## config.mk

```make
export PLATFORM = sky130hd
export DESIGN_NAME = svnseg_scan_display
export DESIGN_NICKNAME = d
export VERILOG_FILES = /design/src/rtl/svnseg_pkg.sv /design/src/rtl/num_to_7seg.sv /design/src/rtl/svnseg_scan_display.sv
export SDC_FILE = /design/constraint.sdc
export NUM_CORES = 1
export LEC_CHECK = 0
export CAP_MARGIN = 30
export CORE_MARGIN = 5
export CORE_UTILIZATION = 50
export DETAILED_ROUTE_END_ITERATION = 6
export GPL_TIMING_DRIVEN = 0
export PLACE_DENSITY = 0.74
export SLEW_MARGIN = 10
export SYNTH_ARGS = -nofsm -noshare
export SYNTH_HDL_FRONTEND = slang
export SYNTH_HIERARCHICAL = 1
export SYNTH_SLANG_ARGS = --single-unit
```

## constraint.sdc

```tcl
create_clock -name clk -period 2.52 [get_ports clk]
set_clock_uncertainty 0.05 [all_clocks]
set_input_delay 0.756 -clock clk [delete_from_list [all_inputs] [get_ports clk]]
set_output_delay 0.756 -clock clk [all_outputs]
set_load 0.03 [all_outputs]
```

## src/rtl/svnseg_pkg.sv

```systemverilog
// svnseg_pkg: shared types and constants for the scanned 7-segment display.
//   digit_idx_t  - index of the currently scanned digit (0 = rightmost).
//   DIG_OFF      - all digit enables inactive (active-low).
//   SEG_BLANK    - all segments off (active-low).
//   DP_DIGIT     - digit whose decimal point separates the two bytes.
//   digit_loaded - whether a digit's byte has arrived, given the load count.
`timescale 1ns/1ps
package svnseg_pkg;

    typedef logic [1:0] digit_idx_t;

    localparam logic [3:0] DIG_OFF   = 4'b1111;
    localparam logic [6:0] SEG_BLANK = 7'b1111111;
    localparam digit_idx_t DP_DIGIT  = 2'd2;

    // Digits 0-1 hold the newest byte, digits 2-3 the previous one.
    function automatic logic digit_loaded(input digit_idx_t idx, input logic [1:0] loaded);
        return idx[1] ? (loaded == 2'd2) : (loaded != 2'd0);
    endfunction

endpackage

```

## src/rtl/num_to_7seg.sv

```systemverilog
// num_to_7seg: existing board hex-to-segment decoder.
//   in  [3:0] - hex nibble.
//   out [6:0] - active-low segments, out[6]=a .. out[0]=g.
`timescale 1ns/1ps
module num_to_7seg (
    input  logic [3:0] in,
    output logic [6:0] out
);

    always_comb begin
        out = 7'b1111111;
        case (in)
            4'h0: out = 7'b0000001;
            4'h1: out = 7'b1001111;
            4'h2: out = 7'b0010010;
            4'h3: out = 7'b0000110;
            4'h4: out = 7'b1001100;
            4'h5: out = 7'b0100100;
            4'h6: out = 7'b0100000;
            4'h7: out = 7'b0001111;
            4'h8: out = 7'b0000000;
            4'h9: out = 7'b0000100;
            4'hA: out = 7'b0001000;
            4'hB: out = 7'b1100000;
            4'hC: out = 7'b0110001;
            4'hD: out = 7'b1000010;
            4'hE: out = 7'b0110000;
            4'hF: out = 7'b0111000;
            default: out = 7'b1111111;
        endcase
    end

endmodule

```

## src/rtl/svnseg_scan_display.sv

```systemverilog
// svnseg_scan_display: keeps the two most recent UART bytes and scans their
// four hex nibbles across the 4-digit 7-segment display.
//   clk, rst         - clock, asynchronous active-high reset.
//   data_valid, data - byte strobe and byte from uart_receiver.
//   dig [3:0]        - active-low digit enables, dig[0] = rightmost.
//   seg [6:0]        - active-low segments, seg[6]=a .. seg[0]=g.
//   dp               - active-low decimal point (lit on digit 2).
// Optional macro SVNSEG_UNLOADED_BLANK_EN: digits whose byte has not yet been
// received since reset stay dark during their drive phase.
`timescale 1ns/1ps
module svnseg_scan_display
    import svnseg_pkg::*;
#(
    parameter int unsigned REFRESH_CLKS = 25000,
    parameter int unsigned BLANK_CLKS   = 250
) (
    input  logic       clk,
    input  logic       rst,
    input  logic       data_valid,
    input  logic [7:0] data,
    output logic [3:0] dig,
    output logic [6:0] seg,
    output logic       dp
);

    localparam int unsigned CNT_W = (REFRESH_CLKS > 1) ? $clog2(REFRESH_CLKS) : 1;

    logic [15:0]      r_history;
    logic [CNT_W-1:0] r_slot_cnt;
    digit_idx_t       r_idx;
    logic [3:0]       r_dig;
    logic [6:0]       r_seg;
    logic             r_dp;
`ifdef SVNSEG_UNLOADED_BLANK_EN
    logic [1:0]       r_loaded;
`endif

    logic [3:0] w_nibble;
    logic [6:0] w_seg_hex;
    logic       w_drive;
    logic       w_lit;
    logic [3:0] w_dig_nxt;
    logic [6:0] w_seg_nxt;
    logic       w_dp_nxt;

    // Byte capture and scan counter.
    always_ff @(posedge clk or posedge rst) begin
        if (rst) begin
            r_history  <= 16'h0000;
            r_slot_cnt <= '0;
            r_idx      <= 2'd0;
`ifdef SVNSEG_UNLOADED_BLANK_EN
            r_loaded   <= 2'd0;
`endif
        end else begin
            if (data_valid) begin
                r_history <= {r_history[7:0], data};
`ifdef SVNSEG_UNLOADED_BLANK_EN
                if (r_loaded != 2'd2) r_loaded <= r_loaded + 2'd1;
`endif
            end
            if (r_slot_cnt == CNT_W'(REFRESH_CLKS - 1)) begin
                r_slot_cnt <= '0;
                r_idx      <= r_idx + 2'd1;
            end else begin
                r_slot_cnt <= r_slot_cnt + CNT_W'(1);
            end
        end
    end

    // Nibble select for the scanned digit.
    always_comb begin
        w_nibble = 4'h0;
        case (r_idx)
            2'd0:    w_nibble = r_history[3:0];
            2'd1:    w_nibble = r_history[7:4];
            2'd2:    w_nibble = r_history[11:8];
            default: w_nibble = r_history[15:12];
        endcase
    end

    num_to_7seg u_hex (
        .in  (w_nibble),
        .out (w_seg_hex)
    );

    // Output phase decode: blank at slot start, then drive the selected digit.
    always_comb begin
        w_dig_nxt = DIG_OFF;
        w_seg_nxt = SEG_BLANK;
        w_dp_nxt  = 1'b1;
        w_drive   = (r_slot_cnt >= CNT_W'(BLANK_CLKS));
`ifdef SVNSEG_UNLOADED_BLANK_EN
        w_lit     = w_drive && digit_loaded(r_idx, r_loaded);
`else
        w_lit     = w_drive;
`endif
        if (w_drive) begin
            w_dig_nxt = ~(4'b0001 << r_idx);
        end
        if (w_lit) begin
            w_seg_nxt = w_seg_hex;
            w_dp_nxt  = (r_idx != DP_DIGIT);
        end
    end

    // Registered pin drive.
    always_ff @(posedge clk or posedge rst) begin
        if (rst) begin
            r_dig <= DIG_OFF;
            r_seg <= SEG_BLANK;
            r_dp  <= 1'b1;
        end else begin
            r_dig <= w_dig_nxt;
            r_seg <= w_seg_nxt;
            r_dp  <= w_dp_nxt;
        end
    end

    assign dig = r_dig;
    assign seg = r_seg;
    assign dp  = r_dp;

endmodule

```

==> results.md <==
- MaxCap Viol Count: 0
- Global-route wire length before repair: 6768 microns
- Root buffer cell: clkbuf_8
- Vias in the first global route: 1447
- CP Max Fanout: 4
- Placed wire-length estimate: 2755 microns
- Synth warn: 6
- Initial antenna violation count: 0
- Synth Area per Inst: 11.53 sq um
- Static leakage: roughly 1.2 nW
- Area Growth Syn to Fin: 22.04%
- DIE AREA: 5806 sq um
- Multi-input combinational cell area: 1033 sq um
- Final setup viols: 0
- VDD IR max: 0.3261 mV
- NumNets Final: about 250
- Netlist cell types: 36
- Startpoint types: flop
- Commonest non-fill, non-tap cell in the layout: dfrtp_1
- Type of the worst min-delay path: flop to flop
- Die width: 76.20 microns
- Final worst setup slack: 0.1186 ns
- Transition time of the tightest slew-check pin: 0.4898 ns
- Top_reg_cell synth: dfrtp_1
- Clock-pin slew of the registers on the worst-case setup and hold paths: 0.08 ns
- Crit path cell chain: ha_1, mux2i_2, inv_1, ha_1, inv_1, mux4_2, nand2b_1
- Min Hold Slack: 0.4474 ns
- Core ar.: 4294 sq um
- Unrepaired setup endpoints after global routing: false
- Largest stage delay on the critical path: 0.44 ns
- Post-synth top area cell: dfrtp_1
- Final Hold Vio Count: 0
- GP Congestion: roughly 0.80
- Fmax: 416.4 MHz
- GR Overflow Total: 0
- DRC: 0
- Largest net degree at the start of global routing: 38
- Syn Inst Count: 190
- WL final: 3924 microns
- # clock sinks: 44
- Die height: 76.20 microns
- Yosys reg bits: 44
- DR pass1 iterations: 4
- CP max-delay cell: dfrtp_2
- Ports: 23
- Worst reg2reg startpoint: r_idx[1]$_DFFE_PP0N_
- CTS Buf Count: 5
- CTS Buffer Depth: 2
- Top post-synthesis cells by area: dfrtp_1, dfstp_2, ha_1
- Wire per inst: 14.17 microns
- Final Cycle Share: 0.9529
- Total Power: 1.355 mW
- Sequential Area: 1117 sq um
- Share of layout cells above drive strength 1: 0.2489
- Antenna diodes: 0
- Post-synthesis instance area: around 2200 sq um
- Seq/Total Area, Yosys: 0.5089
- EDFF count, synth: 0
- Worst EP arrival: 2.58 ns
- Most frequent cells in the layout: dfrtp_1, clkdlybuf4s50_1, nor2_1, nand2_1, mux2_2
- Depth of the worst register-to-register path: 7
- CP Capture Point: seg[3]$_DFF_PP1_
- R2r setup slk: 0.12 ns
- Kind of critical path: flop to flop
- Number of buffers added on ports: 21
- Clock latency on the worst-skew pair: a little under 0.3 ns
- Top cell type's share of synthesized area: 0.3769
- Max_slew headroom: 0.6641
- Critical Path Sink Type: flop
- Total of fill cells in the finished design: roughly 350
- Std-Cell Rows: 24
- Max-slew violation count: 0
- Routed vias: 1502
- Initial Util: 0.5102
- Post-synth ARST share: 1.000
- Status: finished, final reports clean
- Worst r2r dst: seg[3]$_DFF_PP1_
- Final min period: 2.401 ns
- Worst endpoint required time: 2.70 ns
- Crit path from: r_idx[1]$_DFFE_PP0N_
- P per Cell Area: just over 500 nW/um^2
- Syn Nets: 215
- Starting DRT DRC Count: 100
- Htree depth: 2
- CTS tree: done
- Placement Setup Slack: -0.1377 ns
- Vias per cell: 5.422
- Antenna Nets Post-Route: 0
- GRT Util Overall: 0.1431
-- worst min-delay path by stage --
stage / from / endpoint / depth (start not counted)
CTS: r_slot_cnt[0]$_DFF_PP0_ / r_slot_cnt[0]$_DFF_PP0_ / 1
detailed placement: r_slot_cnt[6]$_DFF_PP0_ / r_slot_cnt[6]$_DFF_PP0_ / 1
finish: r_slot_cnt[0]$_DFF_PP0_ / r_slot_cnt[0]$_DFF_PP0_ / 1
global route: r_slot_cnt[6]$_DFF_PP0_ / r_slot_cnt[6]$_DFF_PP0_ / 1
global placement: r_slot_cnt[6]$_DFF_PP0_ / r_slot_cnt[6]$_DFF_PP0_ / 1
floorplan: r_slot_cnt[6]$_DFF_PP0_ / r_slot_cnt[6]$_DFF_PP0_ / 1
-- cell usage after synthesis (2+ instances only) --
master and instances:
dfrtp_1 33, nor2_1 15, ha_1 14, nand2_1 14, inv_1 13, mux2_2 12
dfstp_2 11, mux2i_1 10, nand2b_1 10, xor2_1 7, o21ai_0 6, xnor2_1 6
a222oi_1 4, nand3_1 4, a21oi_1 3, clkbuf_1 3, nor4_1 3, buf_6 2
nor3_1 2, o21ai_1 2
-- kinds of logic (layout without fill, tap and decap cells) --
family,Yosys count,in the layout,synth area share
AND/OR/NAND/NOR,56,56,0.1382
flip-flops,44,44,0.5089
multiplexers,23,23,0.1176
buffers and inverters,21,56,0.04511
AO/OA/AOI/OAI,19,19,0.05826
adder cells (fa/ha/maj),14,14,0.07996
XOR/XNOR,13,13,0.05197
-- what timing repair did --
item | CTS | global route
setup buffers | 2 | 4
gates resized for setup | 2 | 15
endpoints found under the setup margin | 2 | 4
pin swaps | 0 | 2
hold buffers | 0 | 0
-- routing by layer --
metal	up-vias	track usage	routed length, microns
met2	39	0.2252	1909
met4	0	0.06818	68
met3	5	0.02482	182
met1	744	0.1913	1763
met5	-	0	0
li1	714	-	-
-- state kept, by name, indices dropped and copies added, names as in the netlist --
signal / flops
r_slot_cnt: 15
seg: 7
r_history: 16
r_idx: 2
dig: 4
-- critical path: cells and delay by family (launching register included) --
family | cells | cell delay (ns)
mux | 2 | 0.79
fa+ha+maj | 2 | 0.68
flops | 1 | 0.44
simple gates | 1 | 0.15
buf+inv | 2 | 0.22
-- layout make-up --
type	count	area share
Sequential cell	44	0.4179
Multi-Input combinational cell	125	0.3865
Timing Repair Buffer	28	0.1044
Clock buffer	7	0.02854
Tap cell	52	0.02433
Inverter	13	0.01919
Buffer	7	0.01731
Clock inverter	1	0.001872
-- where the power goes --
| part | leakage, nW | internal, mW | switching (mW) |
|---|---|---|---|
| clock | 0.0422 | 0.195 | 0.224 |
| combinational | 0.598 | 0.0966 | 0.0858 |
| sequential | 0.525 | 0.737 | 0.0176 |
-- per-stage QoR --
| stage | utilization | TNS [ns] | instances | cell area, sq um |
|---|---|---|---|---|
| 3_3_place_gp | 0.5743 | -5.952 | 263 | 2466 |
| 5_1_grt | 0.6227 | 0 | 277 | 2674 |
| 3_5_place_dp | 0.5790 | -0.1614 | 264 | 2486 |
| 4_1_cts | 0.6031 | 0 | 274 | 2590 |
| 6_report | 0.6227 | 0 | 277 | 2674 |
| 2_1_floorplan | - | 0 | 190 | 2191 |
Power figures use the tool's default switching activity.
